--- config.mk ---
export PLATFORM = sky130hd
export DESIGN_NAME = mem_port_arbiter
export DESIGN_NICKNAME = d
export VERILOG_FILES = /design/src/rtl/mem_port_arbiter.sv
export SDC_FILE = /design/constraint.sdc
export NUM_CORES = 1
export LEC_CHECK = 0
export BUFFER_PORTS_ARGS = -buffer_cell sky130_fd_sc_hd__buf_2
export CAP_MARGIN = 10
export CORE_AREA = 2 2 85 87
export CTS_CLUSTER_DIAMETER = 30
export DETAILED_ROUTE_END_ITERATION = 12
export DIE_AREA = 0 0 87 89
export GPL_ROUTABILITY_DRIVEN = 1
export GPL_TIMING_DRIVEN = 0
export PLACE_DENSITY = 0.61
export SLEW_MARGIN = 20
export SYNTH_ARGS = -nofsm -noshare
export SYNTH_HDL_FRONTEND = slang
export SYNTH_SLANG_ARGS = --single-unit
export TNS_END_PERCENT = 30
--- constraint.sdc ---
create_clock -name clk -period 1.5 [get_ports clk]
set_input_delay 0.15 -clock clk [delete_from_list [all_inputs] [get_ports clk]]
set_output_delay 0.15 -clock clk [all_outputs]
set_load 0.03 [all_outputs]
--- src/rtl/mem_port_arbiter.sv ---
// Shares one single-port SRAM between an instruction-fetch port and a data port.
// Optional performance counters are enabled by defining ARB_PERF_CNT_EN.
module mem_port_arbiter #(
  parameter int ADDR_W   = 14,
  parameter int MAX_WAIT = 3,
  parameter int CNT_W    = 4
) (
  input  logic              clk,
  input  logic              rst,
  input  logic              i_req,
  input  logic [ADDR_W-1:0] i_addr,
  output logic              i_gnt,
  output logic              i_rvalid,
  output logic [31:0]       i_rdata,
  input  logic              d_req,
  input  logic [ADDR_W-1:0] d_addr,
  input  logic [3:0]        d_web,
  input  logic [31:0]       d_wdata,
  output logic              d_gnt,
  output logic              d_rvalid,
  output logic [31:0]       d_rdata,
  output logic              SRAM_CS,
  output logic              SRAM_OE,
  output logic [3:0]        SRAM_WEB,
  output logic [ADDR_W-1:0] SRAM_A,
  output logic [31:0]       SRAM_DI,
  input  logic [31:0]       SRAM_DO
`ifdef ARB_PERF_CNT_EN
  ,
  output logic [31:0]       perf_conflict,
  output logic [31:0]       perf_override
`endif
);

  typedef enum logic [1:0] {
    R_NONE = 2'd0,
    R_INST = 2'd1,
    R_DATA = 2'd2
  } resp_e;

  localparam logic [CNT_W-1:0] MaxWaitC = CNT_W'(MAX_WAIT);

  resp_e            resp_st_q, resp_st_d;
  logic [CNT_W-1:0] starve_cnt_q, starve_cnt_d;
  logic             starved;
  logic             gnt_i, gnt_d;

  // Grants are suppressed while reset is high so nothing issued then can respond.
  always_comb begin
    starved = (starve_cnt_q >= MaxWaitC);
    gnt_i   = 1'b0;
    gnt_d   = 1'b0;
    if (!rst) begin
      if (i_req && (!d_req || starved)) begin
        gnt_i = 1'b1;
      end else if (d_req) begin
        gnt_d = 1'b1;
      end
    end
  end

  assign i_gnt = gnt_i;
  assign d_gnt = gnt_d;

  always_comb begin
    SRAM_CS  = 1'b0;
    SRAM_WEB = 4'hF;
    SRAM_A   = '0;
    SRAM_DI  = '0;
    if (gnt_i) begin
      SRAM_CS = 1'b1;
      SRAM_A  = i_addr;
    end else if (gnt_d) begin
      SRAM_CS  = 1'b1;
      SRAM_A   = d_addr;
      SRAM_WEB = d_web;
      SRAM_DI  = d_wdata;
    end
  end

  // Writes finish in the grant cycle, so only reads schedule a response.
  always_comb begin
    resp_st_d = R_NONE;
    if (gnt_i) begin
      resp_st_d = R_INST;
    end else if (gnt_d && (d_web == 4'hF)) begin
      resp_st_d = R_DATA;
    end
  end

  always_ff @(posedge clk) begin
    if (rst) begin
      resp_st_q <= R_NONE;
    end else begin
      resp_st_q <= resp_st_d;
    end
  end

  always_comb begin
    i_rvalid = 1'b0;
    i_rdata  = '0;
    d_rvalid = 1'b0;
    d_rdata  = '0;
    SRAM_OE  = 1'b0;
    if (!rst) begin
      case (resp_st_q)
        R_INST: begin
          i_rvalid = 1'b1;
          i_rdata  = SRAM_DO;
          SRAM_OE  = 1'b1;
        end
        R_DATA: begin
          d_rvalid = 1'b1;
          d_rdata  = SRAM_DO;
          SRAM_OE  = 1'b1;
        end
        default: begin
          i_rvalid = 1'b0;
        end
      endcase
    end
  end

  // Counts consecutive cycles a pending fetch was denied, saturating at the limit.
  always_comb begin
    starve_cnt_d = '0;
    if (i_req && !gnt_i) begin
      starve_cnt_d = starved ? starve_cnt_q : starve_cnt_q + 1'b1;
    end
  end

  always_ff @(posedge clk) begin
    if (rst) begin
      starve_cnt_q <= '0;
    end else begin
      starve_cnt_q <= starve_cnt_d;
    end
  end

`ifdef ARB_PERF_CNT_EN
  logic [31:0] perf_conflict_q, perf_conflict_d;
  logic [31:0] perf_override_q, perf_override_d;

  always_comb begin
    perf_conflict_d = perf_conflict_q;
    perf_override_d = perf_override_q;
    if (i_req && d_req && (perf_conflict_q != 32'hFFFF_FFFF)) begin
      perf_conflict_d = perf_conflict_q + 32'd1;
    end
    if (gnt_i && d_req && (perf_override_q != 32'hFFFF_FFFF)) begin
      perf_override_d = perf_override_q + 32'd1;
    end
  end

  always_ff @(posedge clk) begin
    if (rst) begin
      perf_conflict_q <= '0;
      perf_override_q <= '0;
    end else begin
      perf_conflict_q <= perf_conflict_d;
      perf_override_q <= perf_override_d;
    end
  end

  assign perf_conflict = perf_conflict_q;
  assign perf_override = perf_override_q;
`endif

endmodule

==> results.txt, run 1 <==
FF+latch count, synth - 6
Detail Route Antenna Nets - 0
Clk buf depth - 2
Synth warnings - 0
Post-Synth Adder-Cell Area - 0.0290
CORE AREA - 6720 sq um
Async SR Flop Fraction - 0
Die Span Y - 89 um
Synth cell types - 22
First-pass GRT wire length - 10200 um
Vias in the first global route - 2231
Max-slew headroom - 0.620
Clock transition at path regs - 0.04 ns
Worst min path class - in -> reg
CTS sink cnt - 6
Failing checks - setup timing
Multi-input logic area - 1280 sq um
Initial antenna violation count - 0
CTS tree - done
Worst VDD drop - 212 uV
Max Cap Violations - 0
WP data arrival - 1.64 ns
Final hold vios - 0
Number of CTS-inserted buffers - 3
Post-Syn Area per Cell - 6.70 sq um
Antenna diodes - 0
Area delta synth->final - 179%
Clock Latency Late Sink - 0.22 ns
Hold Crit Start - d_web[1]
CP required - 1.35 ns
CTS HTree Levels - 1
Number of synthesized flops with an enable pin - 0
Via-to-Cell Ratio - 4.52
Fill count - 595
Seq/Total Area, Yosys - 0.0928
Drt drc - 0
Capturing point of the worst reg2reg path - resp_st_q[0]
Final Slew Violations - 0
Initial Utilization - 0.193
Flop2flop setup slack - 0.10 ns
Rows - 30
Commonest non-fill, non-tap cell in the layout - buf_2
Reg2reg path depth - 5
# setup viols final - 111
Post-Synth XOR/XNOR Area - 0
Post-Synth Simple-Gate Area - 0.646
DR pass1 iterations - 4
Total Wirelength - 7590 um
Final worst slack - -0.288 ns
Mux cell area share after synthesis - 0
Clk_skew - 0.00384 ns
Placed cell area - 2490 sq um
Iter 0 DRT Violations - 50
Die width - 87 um
GP Congestion - 0.739
RSZ-0062 raised after global routing - true
Syn Inst Count - 193
Tmin final - 1.79 ns
Register Area - 125 sq um
Setup WS pre-CTS - -0.309 ns
LEAKAGE - 1.87 nW
Crit path kind - reg -> out
CP Launch Type - register
Layout Utilization - 0.536
DP Wirelength - 4990 um
Outcome - complete, but fails checks
All-Layer GR Usage - 0.162
Syn Std Cell Area - 1290 sq um
Final #Nets - 529
Die Area - 7740 sq um
CTS Root Cell - clkbuf_8
Hold path endpoint - resp_st_q[1]
Final instance area - 3600 sq um
Total congestion overflow - 0
Power per cell area - 337 nW/um^2
Main synth FF type - dfxtp_1
Hold Crit Depth - 3
Ports - 220
Critical path peak fanout - 5
Fin crit share - 1.19
Beginning of the worst register-to-register path - starve_cnt_q[0]
Synth Area in Compound Gates - 0.116
Hold_buf cts - 0
Main combinational cell family by area after synthesis - simple AND/OR/NAND/NOR gates
Largest net degree at the start of global routing - 11
Layout cells sized above 1 - 0.708
Fmax - 559 MHz
Area leader, netlist - and2_1
Synth top area cells - and2_1, and3_1, o32ai_1
Vias - 2276
Number of port buffers - 218
Critical Path End Type - output pin
WL per Instance - 15.1 um
Yosys top cell area share - 0.309
Actual slew at the worst max-slew pin - 0.571 ns
Commonest non-fill, non-tap cells in the layout - buf_2, buf_6, and2_1, buf_4, and3_4
[timing repair]
item                                    CTS  global route
resized for setup                       264            47
endpoints found under the hold margin     0             0
pin swaps                                29             3
endpoints found under the setup margin  120           118
gates cloned                              3             2
buffers inserted                          2             2
[final cells by class]
| class | instances | area share |
|---|---|---|
| Tap cell | 80 | 0.0278 |
| Inverter | 16 | 0.0167 |
| Buffer | 21 | 0.0528 |
| Clock buffer | 3 | 0.0115 |
| Timing Repair Buffer | 227 | 0.500 |
| Sequential cell | 6 | 0.0347 |
| Multi-Input combinational cell | 151 | 0.356 |
[cell families (layout without fill, tap and decap cells)]
kind of cell / Yosys count / in the layout
AO/OA/AOI/OAI: 17 / 17
adder cells (fa/ha/maj): 3 / 3
buffers and inverters: 37 / 267
flip-flops: 6 / 6
other: 1 / 2
AND/OR/NAND/NOR: 129 / 129
[worst max-delay path: stages (launching register included)]
cell and delay, ns:
dfxtp_2 0.32, ha_4 0.18, o31a_1 0.29, buf_6 0.15
or3_4 0.33, buf_6 0.15
[worst max path at each step]
| stage | start | to | cells past startpoint |
|---|---|---|---|
| global placement | starve_cnt_q[0] | SRAM_A[12] | 5 |
| floorplan | starve_cnt_q[0] | SRAM_A[10] | 4 |
| finish | starve_cnt_q[0] | SRAM_WEB[0] | 5 |
| CTS | starve_cnt_q[0] | SRAM_WEB[0] | 5 |
| detailed placement | starve_cnt_q[0] | SRAM_DI[23] | 5 |
| global route | starve_cnt_q[0] | SRAM_WEB[0] | 5 |
[per-layer routing]
| layer | global-route usage | vias to the layer above | routed length (um) |
|---|---|---|---|
| li1 | - | 1116 | - |
| met1 | 0.181 | 1028 | 2760 |
| met2 | 0.312 | 132 | 4120 |
| met3 | 0.0508 | 0 | 713 |
| met4 | 0.00852 | 0 | 0 |
| met5 | 0 | - | 0 |
[metrics by stage]
step / instances / total power [W] / hold slack (ns) / setup TNS, ns
detailed placement: 492 / 0.000750 / 0.421 / -21.67
finish: 504 / 0.00121 / 0.184 / -14.53
floorplan: 194 / 0.000507 / 0.283 / -4.49
CTS: 500 / 0.00116 / 0.180 / -12.94
global route: 504 / 0.00128 / 0.189 / -22.39
global placement: 492 / 0.000746 / 0.416 / -18.44
[registers in the layout, summed over array words and instances, names as in the netlist]
name          cells
starve_cnt_q      4
resp_st_q         2
[cells in the mapped netlist, types with 2 or more instances]
cell and n:
inv_1 16, buf_2 6, ha_1 3, nor2_1 4, nand2b_1 2, nor3_1 2
and3_1 32, nor2b_1 3, and2_1 64, dfxtp_1 6, nand3b_1 14, or3_1 4
o32ai_1 14, clkbuf_1 15
[where the power goes]
group          switching (W)  total, W  internal (W)
sequential        0.00000704  0.000173      0.000166
combinational       0.000417  0.000803      0.000385
clock              0.0000665  0.000239      0.000172
total               0.000491   0.00121      0.000724
No activity file was read; power rests on OpenSTA's default activity.
==> run 2, diff against run 1 <==
TNS_END_PERCENT = 5   (was 30)
==> run 2 against run 1 <==
  * The flow still finishes with violations (setup timing)
  * Critical path depth is the same
  * Non-clock buffer count shrank 3
  * Count of clock-buffer cells in the layout is the same
  * Power shrank 4.1%
  * First-iteration DRC count shrank 44%
  * Sequential share of layout area grew 0.15 points
  * Largest power group unchanged
==> results.txt, run 2 (same netlist as run 1, synthesis figures left out) <==
Clock transition at path regs - 0.04 ns (about the same)
Antenna diodes - 0 (unchanged)
Ports - 220 (unchanged)
DP Wirelength - 4990 um (unchanged)
Setup WS pre-CTS - -0.309 ns (unchanged)
Largest net degree at the start of global routing - 11 (unchanged)
Via-to-Cell Ratio - 4.53 (+0.33%)
Final Slew Violations - 0 (unchanged)
Largest Register - starve_cnt_q
Worst VDD drop - 215 uV (+1.7%)
CTS tree - done
Total congestion overflow - 0 (unchanged)
Crit path kind - reg -> out
Max Cap Violations - 0 (unchanged)
Clk_skew - 0.00221 ns (-0.00163 ns)
Uppermost layer routed - met3
Final hold vios - 0 (unchanged)
CORE AREA - 6720 sq um (unchanged)
CTS Root Cell - clkbuf_8
Critical path peak fanout - 5 (unchanged)
WP data arrival - 1.63 ns (about the same)
Met2 Wirelength - 3940 um (-4.4%)
Area delta synth->final - 167%
CP Launch Type - register
Failing checks - setup timing
Tmin final - 1.78 ns (-0.00488 ns)
Final worst slack - -0.283 ns (+0.00488 ns)
Detail Route Antenna Nets - 0 (unchanged)
Initial Utilization - 0.193 (unchanged)
WHS - 0.185 ns (+0.000766 ns)
Vias - 2270 (-0.26%)
Total Wirelength - 7220 um (-4.9%)
Max reg flops - 4 (unchanged)
CP required - 1.35 ns (about the same)
Number of CTS-inserted buffers - 3 (unchanged)
Final #Nets - 526 (-0.57%)
# setup viols final - 110 (-0.90%)
Drt drc - 0 (unchanged)
RSZ-0062 raised after global routing - true
Beginning of the worst register-to-register path - starve_cnt_q[0]
Met3 Wirelength - 686 um (-3.8%)
Hold Crit Depth - 3 (unchanged)
CTS HTree Levels - 1 (unchanged)
Rows - 30 (unchanged)
Power per cell area - 337 nW/um^2 (about the same)
Commonest non-fill, non-tap cells in the layout - buf_2, buf_6, and2_1, buf_4, and3_1
CTS sink cnt - 6 (unchanged)
Hold Crit Start - d_web[1]
First-pass GRT wire length - 9750 um (-4.0%)
DR pass1 iterations - 4 (unchanged)
GP Congestion - 0.739 (unchanged)
Regs by FF count - starve_cnt_q (4), resp_st_q (2)
Commonest non-fill, non-tap cell in the layout - buf_2
Layout cells sized above 1 - 0.653 (-0.0543)
Vias in the first global route - 2190 (-1.8%)
All-Layer GR Usage - 0.154 (-0.00808)
Fmax - 561 MHz (+0.27%)
WL per Instance - 14.4 um (-4.3%)
Die Span Y - 89 um (unchanged)
Die width - 87 um (unchanged)
Die Area - 7740 sq um (unchanged)
Critical Path End Type - output pin
Reg2reg path depth - 5 (unchanged)
LEAKAGE - 1.86 nW (-0.45%)
Number of port buffers - 218 (unchanged)
Fin crit share - 1.19 (-0.00325)
Iter 0 DRT Violations - 28 (-44%)
Worst Setup SP - starve_cnt_q[0]
Clk buf depth - 2 (unchanged)
Clock Latency Late Sink - 0.22 ns (about the same)
Outcome - complete, but fails checks
Initial antenna violation count - 0 (unchanged)
Metal1 wirelength - 2600 um (-5.9%)
Worst min path class - in -> reg
[run 2: per-layer routing]
layer  GRT usage  vias up
met5           0        -
met2       0.299      132
met1       0.170     1024
met4     0.00994        0
met3      0.0471        0
li1            -     1114
[run 2: critical path, cell delays in order, from the launching register on]
cell and delay [ns]:
dfxtp_2 0.32, ha_4 0.18, o31a_1 0.29, buf_6 0.15, or3_4 0.33, buf_6 0.15
[run 2: final cells by class]
class / count / area (sq um)
fillers: 605 / 3270
repair buffers: 224 / 1760
multi-input cells: 151 / 1180
plain buffers: 21 / 184
flip-flops and latches: 6 / 125
well taps: 80 / 100
inverters: 16 / 60.1
clock buffers: 3 / 41.3
[run 2: worst paths after layout]
path | to | slack [ns]
worst min-delay path | resp_st_q[1] | 0.19
worst max-delay path | SRAM_WEB[0] | -0.28
worst max register to register | resp_st_q[1] | 0.17
worst min register to register | starve_cnt_q[0] | 0.58
[run 2: metrics by stage]
step	util	std cells	area (sq um)	setup TNS (ns)	power (W)
after floorplan	-	194	1300	-4.49	0.000507
after global routing	0.514	501	3450	-21.45	0.00123
after detailed placement	0.370	492	2490	-21.67	0.000750
after global placement	0.370	492	2490	-18.44	0.000746
final	0.514	501	3450	-13.32	0.00116
after CTS	0.490	499	3290	-12.88	0.00113
[run 2: timing repair]
item / in CTS / in global routing
hold endpoints to repair: 0 / 0
resized for setup: 235 / 45
buffers inserted: 2 / 1
setup endpoints to repair: 120 / 118
gates cloned: 2 / 1
hold buffers: 0 / 0
pin swaps: 5 / 5
[run 2: power by group]
part           switching (W)  internal (W)
combinational       0.000398      0.000355
clock              0.0000660      0.000172
sequential        0.00000703      0.000166
total               0.000471      0.000693
==> run 3, diff against run 2 <==
ABC_AREA = 1   (was unset)
CORE_AREA = 2 2 86 88   (was 2 2 85 87)
CTS_BUF_LIST = sky130_fd_sc_hd__clkbuf_4 sky130_fd_sc_hd__clkbuf_8 sky130_fd_sc_hd__clkbuf_16   (was unset)
DIE_AREA = 0 0 88 90   (was 0 0 87 89)
PLACE_DENSITY = 0.58   (was 0.61)
REMOVE_ABC_BUFFERS = 1   (was unset)
==> run 3 against run 2 <==
  * The flow still finishes with violations (setup timing)
  * Synthesized cell count rose by 36%
  * Hold slack improved by 0.015 ns
  * Via count rose by 4.1%
  * Wire length rose by 2.4%
  * Setup slack got worse by 0.091 ns
  * Flip-flop and latch count did not move
  * Sequential share of layout area rose by 0.19 points
  * Non-clock buffer count fell by 10
  * Clock power barely moved
  * Die area rose by 2.3%
  * Critical path type unchanged
  * Critical endpoint is now SRAM_DI[3]
  * Largest cell class unchanged
==> results.txt, run 3 <==
Vias in the first global route - 2239 (+2.2%)
Synth top cells by count - nor2_1, inv_1, nand2_1
Iter 0 DRT Violations - 28 (unchanged)
Layout cells sized above 1 - 0.580 (-0.0736)
Initial Utilization - 0.174 (-0.0181)
Number of port buffers - 219 (+0.46%)
Failing checks - setup timing
Synth top area cells - nor2_1, inv_1, nand2_1
Flop2flop setup slack - -0.02 ns (-0.19 ns)
Clk buf depth - 2 (unchanged)
Synth warnings - 0 (unchanged)
Largest net degree at the start of global routing - 34 (+23)
# setup viols final - 55 (-50%)
Worst path max stage delay - 0.33 ns (about the same)
Die width - 88 um (+1.1%)
CTS Root Cell - clkbuf_8
Final #Nets - 595 (+13%)
CTS tree - done
All-Layer GR Usage - 0.159 (+0.00587)
CP Buf/Inv Count - 5 (+3)
Worst min path class - in -> reg
Hold Crit Start - d_web[1]
Critical path peak fanout - 8 (+3)
Total Wirelength - 7390 um (+2.4%)
Final hold vios - 0 (unchanged)
Cell mode on critical path - buf_12
Power per cell area - 377 nW/um^2 (+12%)
WL per Instance - 12.6 um (-13%)
DP Wirelength - 5210 um (+4.4%)
Slowest stage cell, crit path - dfxtp_2
Clock Latency Late Sink - 0.22 ns (about the same)
Clk_skew - 0.00142 ns (-0.000791 ns)
Crit path max-delay family - buffers and inverters
Fmax - 533 MHz (-4.9%)
Rows - 31 (+3.3%)
Largest Register - starve_cnt_q
Reg2reg path depth - 10 (+5)
CP Cell Sequence - ha_4 -> inv_4 -> nand2_4 -> a21oi_4 -> buf_12 -> buf_8 -> nand2_8 -> buf_12 -> nor2_4 -> buf_6
CP Launch Type - register
Area leader, netlist - nor2_1
Vias - 2364 (+4.1%)
Number of synthesized flops with an enable pin - 0 (unchanged)
Final Slew Violations - 0 (unchanged)
Detail Route Antenna Nets - 0 (unchanged)
Hold Crit Depth - 3 (unchanged)
Max reg flops - 4 (unchanged)
CP required - 1.35 ns (about the same)
Most common cell in the netlist - nor2_1
Outcome - complete, but fails checks
CTS sink cnt - 6 (unchanged)
Initial antenna violation count - 0 (unchanged)
FF+latch count, synth - 6 (unchanged)
Die Span Y - 90 um (+1.1%)
Crit path kind - reg -> out
Commonest non-fill, non-tap cells in the layout - buf_2, nor2_1, inv_1, buf_6, nand2_1
Seq/Total Area, Yosys - 0.0981 (+0.00522)
Yosys top cell area share - 0.279 (-0.0306)
Tmin final - 1.87 ns (+0.0912 ns)
Synth cell types - 19 (-14%)
Die Area - 7920 sq um (+2.3%)
First-pass GRT wire length - 10200 um (+4.3%)
CTS HTree Levels - 1 (unchanged)
Main synth FF type - dfxtp_1
Async SR Flop Fraction - 0 (unchanged)
Clock transition at path regs - 0.04 ns (about the same)
TNS Setup - -13.52 ns (-0.201 ns)
Max Cap Violations - 0 (unchanged)
Commonest non-fill, non-tap cell in the layout - buf_2
CORE AREA - 7020 sq um (+4.5%)
Area delta synth->final - 162%
Regs by FF count - starve_cnt_q (4), resp_st_q (2)
DR pass1 iterations - 4 (unchanged)
Number of CTS-inserted buffers - 3 (unchanged)
Hold path endpoint - resp_st_q[1]
Beginning of the worst register-to-register path - starve_cnt_q[0]
Capturing point of the worst reg2reg path - resp_st_q[1]
Syn Inst Count - 262 (+36%)
Post-Syn Area per Cell - 4.68 sq um (-30%)
Syn Std Cell Area - 1220 sq um (-5.3%)
RSZ-0062 raised after global routing - true
Worst VDD drop - 230 uV (+6.9%)
GP Congestion - 0.849 (+15%)
Fin crit share - 1.25 (+0.0608)
Antenna diodes - 0 (unchanged)
Final worst slack - -0.375 ns (-0.0912 ns)
Drt drc - 0 (unchanged)
Hold_buf cts - 0 (unchanged)
Critical Path End Type - output pin
LEAKAGE - 2.07 nW (+11%)
WHS - 0.200 ns (+0.0146 ns)
Ports - 220 (unchanged)
WP data arrival - 1.72 ns (+0.09 ns)
Fill count - 729 (+20%)
Total congestion overflow - 0 (unchanged)
Worst Setup SP - starve_cnt_q[0]
Via-to-Cell Ratio - 4.01 (-11%)
## run 3: kinds of logic (layout without fill, tap and decap cells)
| logic type | count (synthesis) | count (layout) | share of synthesized area |
|---|---|---|---|
| other | 1 | 2 | 0.00306 |
| flip-flops | 6 | 6 | 0.0981 |
| buffers and inverters | 89 | 315 | 0.301 |
| AO/OA/AOI/OAI | 2 | 2 | 0.0174 |
| adder cells (fa/ha/maj) | 3 | 3 | 0.0306 |
| AND/OR/NAND/NOR | 160 | 161 | 0.542 |
| XOR/XNOR | 1 | 1 | 0.00715 |
## run 3: worst min-delay path: cells and delay by family
kind | cells | cell delay, ns
buf+inv | 1 | 0.11
simple gates | 2 | 0.12
## run 3: cell type report
class	count	area (sq um)	area share
clock buffer	3	41.3	0.0129
inverter	77	299	0.0931
multi-input combinational	169	958	0.299
sequential	6	123	0.0382
tap	99	124	0.0386
timing repair buffer	235	1670	0.519
## run 3: worst max path at each step
| stage | end | cells after the start |
|---|---|---|
| 6_report | SRAM_DI[3] | 10 |
| 5_1_grt | SRAM_DI[3] | 10 |
| 4_1_cts | SRAM_DI[3] | 9 |
| 3_5_place_dp | SRAM_WEB[1] | 8 |
| 3_3_place_gp | SRAM_WEB[1] | 8 |
| 2_1_floorplan | SRAM_WEB[0] | 7 |
## run 3: through the flow
| stage | cell area [sq um] | setup slack [ns] | cells | power (W) | util |
|---|---|---|---|---|---|
| after global placement | 2370 | -0.605 | 569 | 0.000746 | 0.337 |
| after detailed placement | 2370 | -0.666 | 569 | 0.000749 | 0.337 |
| after CTS | 2860 | -0.360 | 580 | 0.00113 | 0.407 |
| after floorplan | 1150 | -0.480 | 251 | 0.000498 | - |
| final | 3210 | -0.375 | 589 | 0.00121 | 0.457 |
| after global routing | 3210 | -0.442 | 589 | 0.00129 | 0.457 |
## run 3: power by group
group / leakage, nW / switching [W] / internal, W
registers: 0.0504 / 0.00000287 / 0.000166
logic: 1.99 / 0.000463 / 0.000340
clock network: 0.0216 / 0.0000674 / 0.000172
total: 2.07 / 0.000533 / 0.000679
## run 3: routing by layer
| metal | global-route usage | share of wire | up-vias |
|---|---|---|---|
| met3 | 0.0285 | 0.088 | 4 |
| met2 | 0.323 | 0.53 | 140 |
| li1 | - | - | 1180 |
| met5 | 0 | 0 | - |
| met1 | 0.164 | 0.38 | 1040 |
| met4 | 0.0282 | 0.0057 | 0 |
## run 3: timing repair
item | CTS | global route
setup buffers | 6 | 9
gates cloned | 2 | 0
pin swaps | 4 | 8
resized for setup | 114 | 75
endpoints found under the setup margin | 119 | 119
